## src/rtl/ring_decoder_pkg.sv

```systemverilog
// Shared definitions for the ring_decoder block: FSM state encoding and default ring width.
package ring_decoder_pkg;

  typedef enum logic [1:0] {
    IDLE  = 2'd0,
    TRACK = 2'd1,
    FAULT = 2'd2
  } state_t;

  localparam int N_DEFAULT = 4;

endpackage

```

## src/rtl/ring_decoder_onehot_to_bin.sv

```systemverilog
// Combinational one-hot to binary converter with a legality flag.
// Reusable by any consumer of a ring-counter code.
module onehot_to_bin #(
  parameter int N = 4,
  parameter int W = $clog2(N)
) (
  input  logic [N-1:0] ring,
  output logic [W-1:0] idx,
  output logic         legal
);

  // Exactly one bit set: non-zero, and clearing the lowest set bit leaves nothing.
  always_comb begin
    legal = (ring != {N{1'b0}}) &&
            ((ring & (ring - {{(N-1){1'b0}}, 1'b1})) == {N{1'b0}});
  end

  // Priority encode; the result only matters when legal is high.
  always_comb begin
    idx = {W{1'b0}};
    for (int i = 0; i < N; i++) begin
      if (ring[i]) begin
        idx = W'(i);
      end else begin
        idx = idx;
      end
    end
  end

endmodule

```

## src/rtl/ring_decoder.sv

```systemverilog
// Decodes a sampled one-hot ring code to a position, tracks direction and
// revolutions, and latches a sticky error on illegal codes or jumps.
module ring_decoder
  import ring_decoder_pkg::*;
#(
  parameter int N = N_DEFAULT,
  parameter int W = $clog2(N)
) (
  input  logic         clk,
  input  logic         init,
  input  logic         en,
  input  logic [N-1:0] ring,
  output logic [W-1:0] pos,
  output logic         dir,
  output logic         step,
  output logic         locked,
  output logic         err,
  output logic [7:0]   rev
);

  localparam logic [W:0]   N_EXT  = (W+1)'(N);
  localparam logic [W:0]   D_ONE  = (W+1)'(1);
  localparam logic [W:0]   D_BACK = (W+1)'(N - 1);
  localparam logic [W:0]   D_ZERO = (W+1)'(0);
  localparam logic [W-1:0] LAST   = W'(N - 1);
  localparam logic [W-1:0] FIRST  = W'(0);

  logic [W-1:0] idx;
  logic         legal;
  logic [W:0]   delta_raw;
  logic [W:0]   delta;

  state_t       state;
  state_t       state_nxt;
  logic [W-1:0] pos_nxt;
  logic         dir_nxt;
  logic         step_nxt;
  logic         locked_nxt;
  logic         err_nxt;
  logic [7:0]   rev_nxt;

  onehot_to_bin #(.N(N), .W(W)) u_decode (
    .ring  (ring),
    .idx   (idx),
    .legal (legal)
  );

  // (idx - pos) mod N; adding N first keeps the difference non-negative for any N.
  always_comb begin
    delta_raw = {1'b0, idx} + N_EXT - {1'b0, pos};
    if (delta_raw >= N_EXT) begin
      delta = delta_raw - N_EXT;
    end else begin
      delta = delta_raw;
    end
  end

  // Next-state and next-output logic.
  always_comb begin
    state_nxt = state;
    pos_nxt   = pos;
    dir_nxt   = dir;
    step_nxt  = 1'b0;
    rev_nxt   = rev;
    case (state)
      IDLE: begin
        if (en) begin
          if (legal) begin
            state_nxt = TRACK;
            pos_nxt   = idx;
          end else begin
            state_nxt = FAULT;
          end
        end else begin
          state_nxt = IDLE;
        end
      end
      TRACK: begin
        if (!en) begin
          state_nxt = TRACK;
        end else if (!legal) begin
          state_nxt = FAULT;
        end else if (delta == D_ZERO) begin
          state_nxt = TRACK;
        end else if (delta == D_ONE) begin
          pos_nxt  = idx;
          dir_nxt  = 1'b1;
          step_nxt = 1'b1;
          if ((pos == LAST) && (idx == FIRST)) begin
            rev_nxt = rev + 8'd1;
          end else begin
            rev_nxt = rev;
          end
        end else if (delta == D_BACK) begin
          pos_nxt  = idx;
          dir_nxt  = 1'b0;
          step_nxt = 1'b1;
          if ((pos == FIRST) && (idx == LAST)) begin
            rev_nxt = rev - 8'd1;
          end else begin
            rev_nxt = rev;
          end
        end else begin
          state_nxt = FAULT;
        end
      end
      FAULT: begin
        state_nxt = FAULT;
      end
      default: begin
        // Unreachable encoding: treat as a fault rather than silently recover.
        state_nxt = FAULT;
      end
    endcase
    locked_nxt = (state_nxt == TRACK);
    err_nxt    = err | (state_nxt == FAULT);
  end

  // State and output registers with synchronous init.
  always_ff @(posedge clk) begin
    if (init) begin
      state  <= IDLE;
      pos    <= {W{1'b0}};
      dir    <= 1'b0;
      step   <= 1'b0;
      locked <= 1'b0;
      err    <= 1'b0;
      rev    <= 8'd0;
    end else begin
      state  <= state_nxt;
      pos    <= pos_nxt;
      dir    <= dir_nxt;
      step   <= step_nxt;
      locked <= locked_nxt;
      err    <= err_nxt;
      rev    <= rev_nxt;
    end
  end

endmodule

```

## config.mk

```make
export PLATFORM = sky130hd
export DESIGN_NAME = ring_decoder
export DESIGN_NICKNAME = d
export VERILOG_FILES = /design/src/rtl/ring_decoder_pkg.sv /design/src/rtl/ring_decoder_onehot_to_bin.sv /design/src/rtl/ring_decoder.sv
export SDC_FILE = /design/constraint.sdc
export NUM_CORES = 1
export LEC_CHECK = 0
export CELL_PAD_IN_SITES_DETAIL_PLACEMENT = 1
export CELL_PAD_IN_SITES_GLOBAL_PLACEMENT = 1
export CORE_AREA = 2 2 53 55
export DETAILED_ROUTE_END_ITERATION = 10
export DIE_AREA = 0 0 55 57
export PLACE_DENSITY_LB_ADDON = 0.1
export SETUP_SLACK_MARGIN = 0.05
export SKIP_CTS_REPAIR_TIMING = 1
export SYNTH_ARGS = -nofsm -noshare
export SYNTH_HDL_FRONTEND = slang
export SYNTH_HIERARCHICAL = 1
export SYNTH_SLANG_ARGS = --single-unit
export TNS_END_PERCENT = 5
```

## constraint.sdc

```tcl
create_clock -name clk -period 5.8 [get_ports clk]
set_clock_uncertainty 0.15 [all_clocks]
set_input_delay 0.87 -clock clk [delete_from_list [all_inputs] [get_ports clk]]
set_output_delay 0.87 -clock clk [all_outputs]
set_load 0.01 [all_outputs]
```

==> results by group, run 1 <==
Timing
  • Max Clk Rate: 249 MHz
  • Final period utilization: 69.1%
  • Worst slew pin tran: 0.659 ns
  • RSZ-0062 raised after global routing: false
  • Final Setup Violations: 0
  • Fin. Hold Viols: 0
  • Minimum clock period: 4.01 ns
  • Slew margin rel.: 56.0%
  • Setup TNS: 0 ns
  • Pins Over Slew Limit: 0
  • Worst setup margin: 1.79 ns

Worst setup path
  • Reg2reg setup slack: 2.75 ns
  • Data required, critical path: 5.85 ns
  • Slowest stage delay, CP: 0.51 ns
  • Worst-path cell chain: clkdlybuf4s50_1 -> inv_1 -> a21o_2 -> inv_1 -> ha_1 -> xor2_1 -> xnor2_1 -> nand2b_1 -> ha_1 -> o211ai_1 -> o211ai_1 -> a21oi_1 -> mux2i_1 -> mux2_2
  • Crit-path max FO: 7
  • Crit Path Class: primary input to register
  • Crit path capture type: register
  • CP startpoint kind: primary input
  • WP data arrival: 4.06 ns
  • CP max-delay cell: clkdlybuf4s50_1

GRT
  • First-pass GRT wire length: 4.06 mm
  • Grt total ovfl: 0
  • Largest net degree at the start of global routing: 20
  • Vias in the first global route: 908
  • Initial antenna violation count: 0
  • GRT Resource Usage Total: 17.1%

Yosys
  • Post-synthesis sequential area ratio: 32.2%
  • Ys Warns: 6
  • Synthesized area: 996 um2
  • Leading area contributor after synthesis: dfxtp_1
  • Asr flop ratio synth: 0%
  • Ranking of synthesized cells by area: dfxtp_1 (32%), ha_1 (8.8%), mux2i_1 (6.0%), xnor2_1 (5.3%), a21oi_1 (4.5%)
  • Yosys top cell area share: 32.2%
  • Cell count after synthesis: 108
  • Synth cell types: 35
  • Number of synthesized register bits: 16
  • Mapped Nets: 123
  • Ys flop type: dfxtp_1
  • Syn Area/Cell: 9.22 um2
  • Post-synth EDFFs: 0

Detailed routing
  • Vias: 859
  • Drt first pass iters: 4
  • Initial DRC count: 13
  • Vias per cell: 5.34
  • Mean routed wirelength per cell: 13.9 um
  • # DRC: 0
  • Antenna viol nets, final: 0
  • Total Routed Length: 2.23 mm

Power and ir drop
  • Switching pwr: 65.3 uW
  • Comb pwr share: 18.1%
  • Tot Pwr: 237 uW
  • Sw Share: 27.6%
  • Flop pwr share: 48.4%
  • Max VDD drop: 0.169 mV
  • PwrDens: 188 nW/um2
  • Clock share of power: 33.5%
  • Leakage: 0.000497 uW
  • Total internal power: 172 uW

Clock tree
  • Max Root-Sink Buffers: 2
  • CTS root buf: clkbuf_4
  • Sink Count: 16
  • TritonCTS clock tree: yes
  • H-Tree Depth: 1
  • Clk_lat worst skew: 0.29 ns
  • Total CTS buffers: 3
  • Clk slew on worst S/H paths: 0.11 ns

Cells and area
  • Most frequent cells in the layout: clkdlybuf4s50_1 (20), dfxtp_1 (16), nor2_1 (11)
  • Commonest non-fill, non-tap cell in the layout: clkdlybuf4s50_1
  • Antenna diodes: 0
  • Fraction of layout cells with a size suffix above 1: 10.0%
  • Fill count: 334
  • Number of nets in the layout: 146
  • Multi-input gate area: 646 um2
  • Reg area: 320 um2
  • Syn-to-layout area delta: 26.9%

Outcome
  • Run status: complete, no violations

Floorplanning
  • Die Y: 57 um
  • Row Count: 19
  • Initial Util: 38.1%
  • Die X: 55 um
  • Die area: 3140 um2
  • # IOs: 21
  • Core Region: 2620 um2

Placed design
  • Quantity of I/O buffers inserted on ports: 20
  • Final GP Congestion: 0.794
  • Pre-CTS WS: 1.50 ns
  • Detail Placement HPWL: 1.67 mm

Hold path
  • Worst min path class: register to register

Job
  • Max-cap viol count: 0
-- registers in the layout, indices dropped and copies added, names as in the netlist --
name	count
rev	8
state	2
err	1
dir	1
locked	1
step	1
pos	2
-- routing by layer --
layer,part of all wire (%),routed length [um],global-route usage (%)
met5,0,0,0
met4,0.76,17,5.23
met2,45,1010,25.2
met3,4.2,93,2.62
met1,50,1110,25.7
-- worst max-delay path, delay by kind of cell --
| kind | cells | cell delay (ns) |
|---|---|---|
| xor gates and xnor gates | 2 | 0.38 |
| buffers and inverters | 3 | 0.62 |
| muxes | 2 | 0.56 |
| adders and majority gates | 2 | 0.60 |
| and+or+nand+nor | 1 | 0.26 |
| AOI/OAI and AO/OA | 4 | 0.77 |
-- through the flow --
stage	cells	utilization, %	instance area (um2)	hold slack [ns]
after floorplan	108	-	996	0.286
after global placement	157	46.9	1230	0.285
after detailed placement	157	46.9	1230	0.302
after CTS	161	48.3	1260	0.317
after global routing	161	48.3	1260	0.342
final	161	48.3	1260	0.311
-- area by class of cell --
class                      instances  area share (%)
multi-input combinational         84            51.1
sequential                        16            25.3
inverter                           6            1.78
tap                               31            3.07
timing repair buffer              20            15.8
clock buffer                       4            2.87
-- worst paths after layout --
path	startpoint	to	depth (start not counted)
worst min register to register	err	err	2
worst max register to register	pos[0]	rev[7]	10
worst min-delay path	err	err	2
worst max-delay path	ring[2]	rev[7]	14
-- logic make-up (layout without fill, tap and decap cells) --
logic type               count (synthesis)  count (layout)  synth area share [%]
AO/OA/AOI/OAI                           24              24                  15.3
XOR/XNOR                                 8               8                  7.04
adder cells (fa/ha/maj)                  8               8                  10.8
buffers and inverters                    8              30                  3.01
flip-flops                              16              16                  32.2
multiplexers                             8               8                  8.29
AND/OR/NAND/NOR                         36              36                  23.4
-- Yosys cell counts (all sizes together) (3+ instances only) --
master / instances
a211oi: 3
a21o: 3
a21oi: 9
dfxtp: 16
ha: 7
inv: 6
mux2i: 6
nand2: 4
nand3: 3
nor2: 12
nor3: 3
o211ai: 3
o21ai: 3
or4b: 3
xnor2: 6
-- power groups by stage --
| stage | Sequential [uW] | Clock [uW] | Combinational, uW |
|---|---|---|---|
| 4_1_cts | 115 | 82.3 | 43.1 |
| 6_report | 115 | 79.4 | 42.8 |
| 2_1_floorplan | 118 | 0 | 27.8 |
| 3_3_place_gp | 117 | 0 | 41.5 |
| 3_5_place_dp | 117 | 0 | 42.6 |
| 5_1_grt | 115 | 85.2 | 48.8 |
No activity file was read; power rests on OpenSTA's default activity.
==> run 2: changes to the inputs <==
- CORE_AREA: 2 2 53 55 -> 2 2 55 57
- DIE_AREA: 0 0 55 57 -> 0 0 57 59
- clock period: 5.8 -> 3.9 ns (I/O delays scaled with it)
==> results by group, run 2 (same netlist as run 1, synthesis figures left out) <==
Worst setup path
  • Data required, critical path: 3.95 ns (was 5.85 ns)
  • R2r startpoint: pos[0] (unchanged)
  • Reg2reg path depth: 11 (was 10)
  • Crit path capture type: register (unchanged)
  • RR Endpoint: rev[7] (unchanged)
  • Crit-path max FO: 4 (was 7)
  • Crit Path Class: primary input to register (unchanged)
  • WP data arrival: 3.66 ns (was 4.06 ns)
  • Reg2reg setup slack: 0.92 ns (was 2.75 ns)
  • CP startpoint kind: primary input (unchanged)

Floorplanning
  • Core Region: 2710 um2 (was 2620 um2)
  • Die X: 57 um (was 55 um)
  • # IOs: 21 (unchanged)
  • Die Y: 59 um (was 57 um)
  • Initial Util: 36.7% (was 38.1%)
  • Die area: 3360 um2 (was 3140 um2)
  • Row Count: 19 (unchanged)

Detailed routing
  • Vias: 917 (was 859)
  • Vias per cell: 5.24 (was 5.34)
  • Initial DRC count: 19 (was 13)
  • Antenna viol nets, final: 0 (unchanged)
  • Total Routed Length: 2.42 mm (was 2.23 mm)
  • Drt first pass iters: 3 (was 4)
  • # DRC: 0 (unchanged)
  • Mean routed wirelength per cell: 13.8 um (was 13.9 um)

Cells and area
  • Final cell count without fillers: 175 (was 161)
  • Syn-to-layout area delta: 37.4% (was 26.9%)
  • Fraction of layout cells with a size suffix above 1: 18.8% (was 10.0%)
  • Regs by FF count: rev: 8 flops, pos: 2 flops, state: 2 flops (unchanged)
  • Biggest register: rev (unchanged)
  • Max reg flops: 8 (unchanged)
  • Number of nets in the layout: 160 (was 146)
  • Commonest non-fill, non-tap cell in the layout: clkdlybuf4s50_1 (unchanged)
  • Antenna diodes: 0 (unchanged)
  • Most frequent cells in the layout: clkdlybuf4s50_1 (20), dfxtp_1 (16), buf_4 (14) (was clkdlybuf4s50_1 (20), dfxtp_1 (16), nor2_1 (11))

Clock tree
  • H-Tree Depth: 1 (unchanged)
  • Max Root-Sink Buffers: 2 (unchanged)
  • Clk_lat worst skew: 0.29 ns (about the same)
  • Total CTS buffers: 3 (unchanged)
  • TritonCTS clock tree: yes (unchanged)
  • CTS root buf: clkbuf_4 (unchanged)
  • Sink Count: 16 (unchanged)
  • Clk slew on worst S/H paths: 0.11 ns (about the same)

Power and ir drop
  • Tot Pwr: 368 uW (was 237 uW)
  • Switching pwr: 101 uW (was 65.3 uW)
  • PwrDens: 269 nW/um2 (was 188 nW/um2)
  • Flop pwr share: 46.3% (was 48.4%)
  • Sw Share: 27.5% (was 27.6%)
  • Comb pwr share: 21.4% (was 18.1%)
  • Total internal power: 267 uW (was 172 uW)
  • Clock share of power: 32.3% (was 33.5%)
  • Leakage: 0.000564 uW (was 0.000497 uW)
  • Max VDD drop: 0.157 mV (was 0.169 mV)

GRT
  • Initial antenna violation count: 0 (unchanged)
  • Largest net degree at the start of global routing: 20 (unchanged)
  • First-pass GRT wire length: 4.06 mm (unchanged)
  • Vias in the first global route: 901 (was 908)
  • Grt total ovfl: 0 (unchanged)
  • GRT Resource Usage Total: 15.5% (was 17.1%)

Timing
  • Fin. Hold Viols: 0 (unchanged)
  • Final Setup Violations: 0 (unchanged)
  • Worst setup margin: 0.286 ns (was 1.79 ns)
  • Worst slew pin tran: 0.705 ns (was 0.659 ns)
  • Slew margin rel.: 52.9% (was 56.0%)
  • RSZ-0062 raised after global routing: false (unchanged)
  • Final period utilization: 92.7%
  • Minimum clock period: 3.61 ns
  • Max Clk Rate: 277 MHz
  • Pins Over Slew Limit: 0 (unchanged)

Hold path
  • HP Start: err (unchanged)
  • Hold endpoint: err (unchanged)
  • WHS Path Cells: 2 (unchanged)
  • Worst min path class: register to register (unchanged)

Placed design
  • Dpl cells: 171 (was 157)
  • Quantity of I/O buffers inserted on ports: 20 (unchanged)
  • Detail Placement HPWL: 1.85 mm (was 1.67 mm)
  • Pre-CTS WS: -0.0320 ns (was 1.50 ns)
  • Final GP Congestion: 0.768 (was 0.794)

Outcome
  • Run status: complete, no violations (unchanged)

Job
  • Max-cap viol count: 0 (unchanged)
-- run 2: cell types whose count changed in the layout (fill, tap and decap cells not counted), sizes merged --
cell,delta
buf,+14
-- run 2: power by group through the flow --
stage / Combinational [uW] / Sequential (uW) / Clock (uW)
floorplan: 41.3 / 175 / 0
global placement: 76.0 / 174 / 0
detailed placement: 78.4 / 175 / 0
CTS: 79.4 / 171 / 124
global route: 87.1 / 171 / 130
finish: 78.8 / 171 / 119
-- run 2: how the worst max path moves through the flow --
stage / depth (start not counted) / to / from / slack, ns
2_1_floorplan: 13 / rev[7] / ring[2] / 0.71
3_3_place_gp: 15 / rev[7] / ring[2] / 0.04
3_5_place_dp: 15 / rev[7] / ring[2] / -0.03
4_1_cts: 15 / rev[7] / ring[2] / 0.26
5_1_grt: 15 / rev[7] / ring[2] / 0.1
6_report: 15 / rev[7] / ring[2] / 0.29
-- run 2: worst max-delay path, stage by stage --
cell and delay [ns]:
clkdlybuf4s50_1 0.51, inv_1 0.05, a21o_2 0.19, inv_1 0.05
ha_1 0.17, xor2_1 0.18, xnor2_1 0.18, nand2b_1 0.14
buf_4 0.17, ha_1 0.29, o211ai_1 0.22, o211ai_1 0.13
a21oi_1 0.19, mux2i_1 0.25, mux2_2 0.36
-- run 2: layout make-up --
cell class | instances | area (um2)
inverters | 6 | 22.5
clock buffers | 4 | 36.3
well taps | 31 | 38.8
fillers | 333 | 1340
multi-input cells | 84 | 646
repair buffers | 34 | 305
flip-flops and latches | 16 | 320
-- run 2: per-stage QoR --
step | TNS (ns) | instance area (um2) | hold WS, ns | util [%]
floorplan | 0 | 996 | 0.286 | -
global placement | 0 | 1330 | 0.284 | 49.2
detailed placement | -0.0320 | 1330 | 0.297 | 49.2
CTS | 0 | 1370 | 0.311 | 50.5
global route | 0 | 1370 | 0.329 | 50.5
finish | 0 | 1370 | 0.305 | 50.5
-- run 2: per-layer routing --
metal  global-route usage, %  vias up  wire length [um]
met5                       0        -                 0
met4                    5.98        0                32
met3                    3.49        4                97
met2                    24.3       18              1090
met1                    21.0      433              1200
li1                        -      462                 -
==> run 3: changes to the inputs <==
- CORE_AREA: 2 2 55 57 -> 2 2 54 56
- CTS_BUF_LIST: default -> sky130_fd_sc_hd__clkbuf_8
- DIE_AREA: 0 0 57 59 -> 0 0 56 58
- GPL_TIMING_DRIVEN: default -> 0
==> results by group, run 3 (same netlist as run 1, synthesis figures left out) <==
Worst setup path
  • Crit Path Class: primary input to register (unchanged)
  • WP data arrival: 3.60 ns (was 3.66 ns)
  • Crit path capture type: register (unchanged)
  • Reg2reg setup slack: 1.00 ns (was 0.92 ns)
  • CP startpoint kind: primary input (unchanged)
  • Data required, critical path: 3.90 ns (was 3.95 ns)
  • Reg2reg path depth: 10 (was 11)
  • R2r startpoint: pos[0] (unchanged)
  • Crit-path max FO: 7 (was 4)
  • RR Endpoint: rev[7] (unchanged)

Detailed routing
  • Vias per cell: 5.38 (was 5.24)
  • Drt first pass iters: 5 (was 3)
  • Antenna viol nets, final: 0 (unchanged)
  • Initial DRC count: 6 (was 19)
  • Vias: 883 (was 917)
  • # DRC: 0 (unchanged)
  • Total Routed Length: 2.29 mm (was 2.42 mm)
  • Mean routed wirelength per cell: 13.9 um (was 13.8 um)

Timing
  • Worst setup margin: 0.296 ns (was 0.286 ns)
  • Fin. Hold Viols: 0 (unchanged)
  • Final Setup Violations: 0 (unchanged)
  • Pins Over Slew Limit: 0 (unchanged)
  • Minimum clock period: 3.60 ns (was 3.61 ns)
  • Max Clk Rate: 277 MHz (about the same)
  • Slew margin rel.: 67.0% (was 52.9%)
  • Worst slew pin tran: 0.496 ns (was 0.705 ns)
  • Worst hold slack: 0.295 ns (was 0.305 ns)
  • RSZ-0062 raised after global routing: false (unchanged)
  • Final period utilization: 92.4% (was 92.7%)

Power and ir drop
  • Sw Share: 25.5% (was 27.5%)
  • Flop pwr share: 43.4% (was 46.3%)
  • Comb pwr share: 18.2% (was 21.4%)
  • Tot Pwr: 394 uW (was 368 uW)
  • Clock share of power: 38.4% (was 32.3%)
  • Switching pwr: 100 uW (was 101 uW)
  • Max VDD drop: 0.183 mV (was 0.157 mV)
  • Leakage: 0.000526 uW (was 0.000564 uW)
  • PwrDens: 295 nW/um2 (was 269 nW/um2)
  • Total internal power: 294 uW (was 267 uW)

GRT
  • Largest net degree at the start of global routing: 11 (was 20)
  • Initial antenna violation count: 0 (unchanged)
  • First-pass GRT wire length: 4.01 mm (was 4.06 mm)
  • GRT Resource Usage Total: 15.6% (was 15.5%)
  • Vias in the first global route: 926 (was 901)
  • Grt total ovfl: 0 (unchanged)

Cells and area
  • Max reg flops: 8 (unchanged)
  • Reg area: 320 um2 (unchanged)
  • Fill count: 321 (was 333)
  • Number of nets in the layout: 149 (was 160)
  • Syn-to-layout area delta: 34.0% (was 37.4%)
  • Commonest non-fill, non-tap cell in the layout: clkdlybuf4s50_1 (unchanged)
  • Most frequent cells in the layout: clkdlybuf4s50_1 (19), dfxtp_1 (16), nor2_1 (11) (was clkdlybuf4s50_1 (20), dfxtp_1 (16), buf_4 (14))
  • Biggest register: rev (unchanged)
  • Antenna diodes: 0 (unchanged)
  • Regs by FF count: rev: 8 flops, pos: 2 flops, state: 2 flops (unchanged)
  • Fraction of layout cells with a size suffix above 1: 15.0% (was 18.8%)
  • Multi-input gate area: 686 um2 (was 646 um2)

Floorplanning
  • Die area: 3250 um2 (was 3360 um2)
  • # IOs: 21 (unchanged)
  • Core Region: 2660 um2 (was 2710 um2)
  • Row Count: 19 (unchanged)
  • Die Y: 58 um (was 59 um)
  • Die X: 56 um (was 57 um)
  • Initial Util: 37.4% (was 36.7%)

Clock tree
  • Sink Count: 16 (unchanged)
  • CTS root buf: clkbuf_8 (was clkbuf_4)
  • Clk slew on worst S/H paths: 0.07 ns (was 0.11 ns)
  • TritonCTS clock tree: yes (unchanged)
  • Total CTS buffers: 3 (unchanged)
  • Clk_lat worst skew: 0.25 ns (was 0.29 ns)
  • H-Tree Depth: 1 (unchanged)
  • Max Root-Sink Buffers: 2 (unchanged)

Hold path
  • WHS Path Cells: 2 (unchanged)
  • HP Start: err (unchanged)
  • Worst min path class: register to register (unchanged)
  • Hold endpoint: err (unchanged)

Placed design
  • Final GP Congestion: 0.760 (was 0.768)
  • Pre-CTS WS: -0.266 ns (was -0.0320 ns)
  • Quantity of I/O buffers inserted on ports: 19 (was 20)
  • Detail Placement HPWL: 1.74 mm (was 1.85 mm)

Job
  • Max-cap viol count: 0 (unchanged)

Outcome
  • Run status: complete, no violations (unchanged)
-- run 3: power by group through the flow --
| stage | Clock (uW) | Combinational, uW | Sequential, uW |
|---|---|---|---|
| floorplan | 0 | 41.3 | 175 |
| global placement | 0 | 61.2 | 174 |
| detailed placement | 0 | 63.4 | 175 |
| CTS | 157 | 63.7 | 171 |
| global route | 165 | 79.5 | 172 |
| finish | 151 | 71.8 | 171 |
-- run 3: final cells by class --
cell class,count,share of cell area [%]
inverter,6,1.69
buffer,2,0.562
clock buffer,4,4.12
sequential,16,24.0
multi-input combinational,84,51.4
tap,31,2.91
timing repair buffer,21,15.4
-- run 3: metrics by stage --
step	area [um2]	setup TNS, ns	instances	util, %
after floorplan	996	0	108	-
after global placement	1220	-0.176	158	46.0
after detailed placement	1220	-0.286	158	46.0
after CTS	1280	0	162	48.1
after global routing	1340	0	164	50.1
final	1340	0	164	50.1
-- run 3: worst max-delay path, cell delays in order --
cell and delay [ns]:
clkdlybuf4s50_1 0.54, a21o_2 0.18, inv_1 0.04, ha_1 0.21, xor2_2 0.17, xnor2_2 0.25
nand2b_4 0.14, ha_1 0.33, a211oi_2 0.28, o211ai_1 0.12, a21oi_1 0.20, mux2i_1 0.21
mux2_2 0.34
-- run 3: worst max-delay path by stage --
stage,from,endpoint,slack (ns),cells past startpoint
6_report,ring[1],rev[7],0.30,13
5_1_grt,ring[2],rev[7],0.05,14
4_1_cts,ring[2],rev[7],0.007,14
3_5_place_dp,ring[2],rev[7],-0.27,14
3_3_place_gp,ring[2],rev[7],-0.18,14
2_1_floorplan,ring[2],rev[7],0.71,13
-- run 3: per-layer routing --
layer	part of all wire (%)	GRT usage, %	vias up
li1	-	-	441
met1	43	16.9	426
met2	52	29.2	11
met3	3.2	4.02	5
met4	1.6	6.12	0
met5	0	0	-
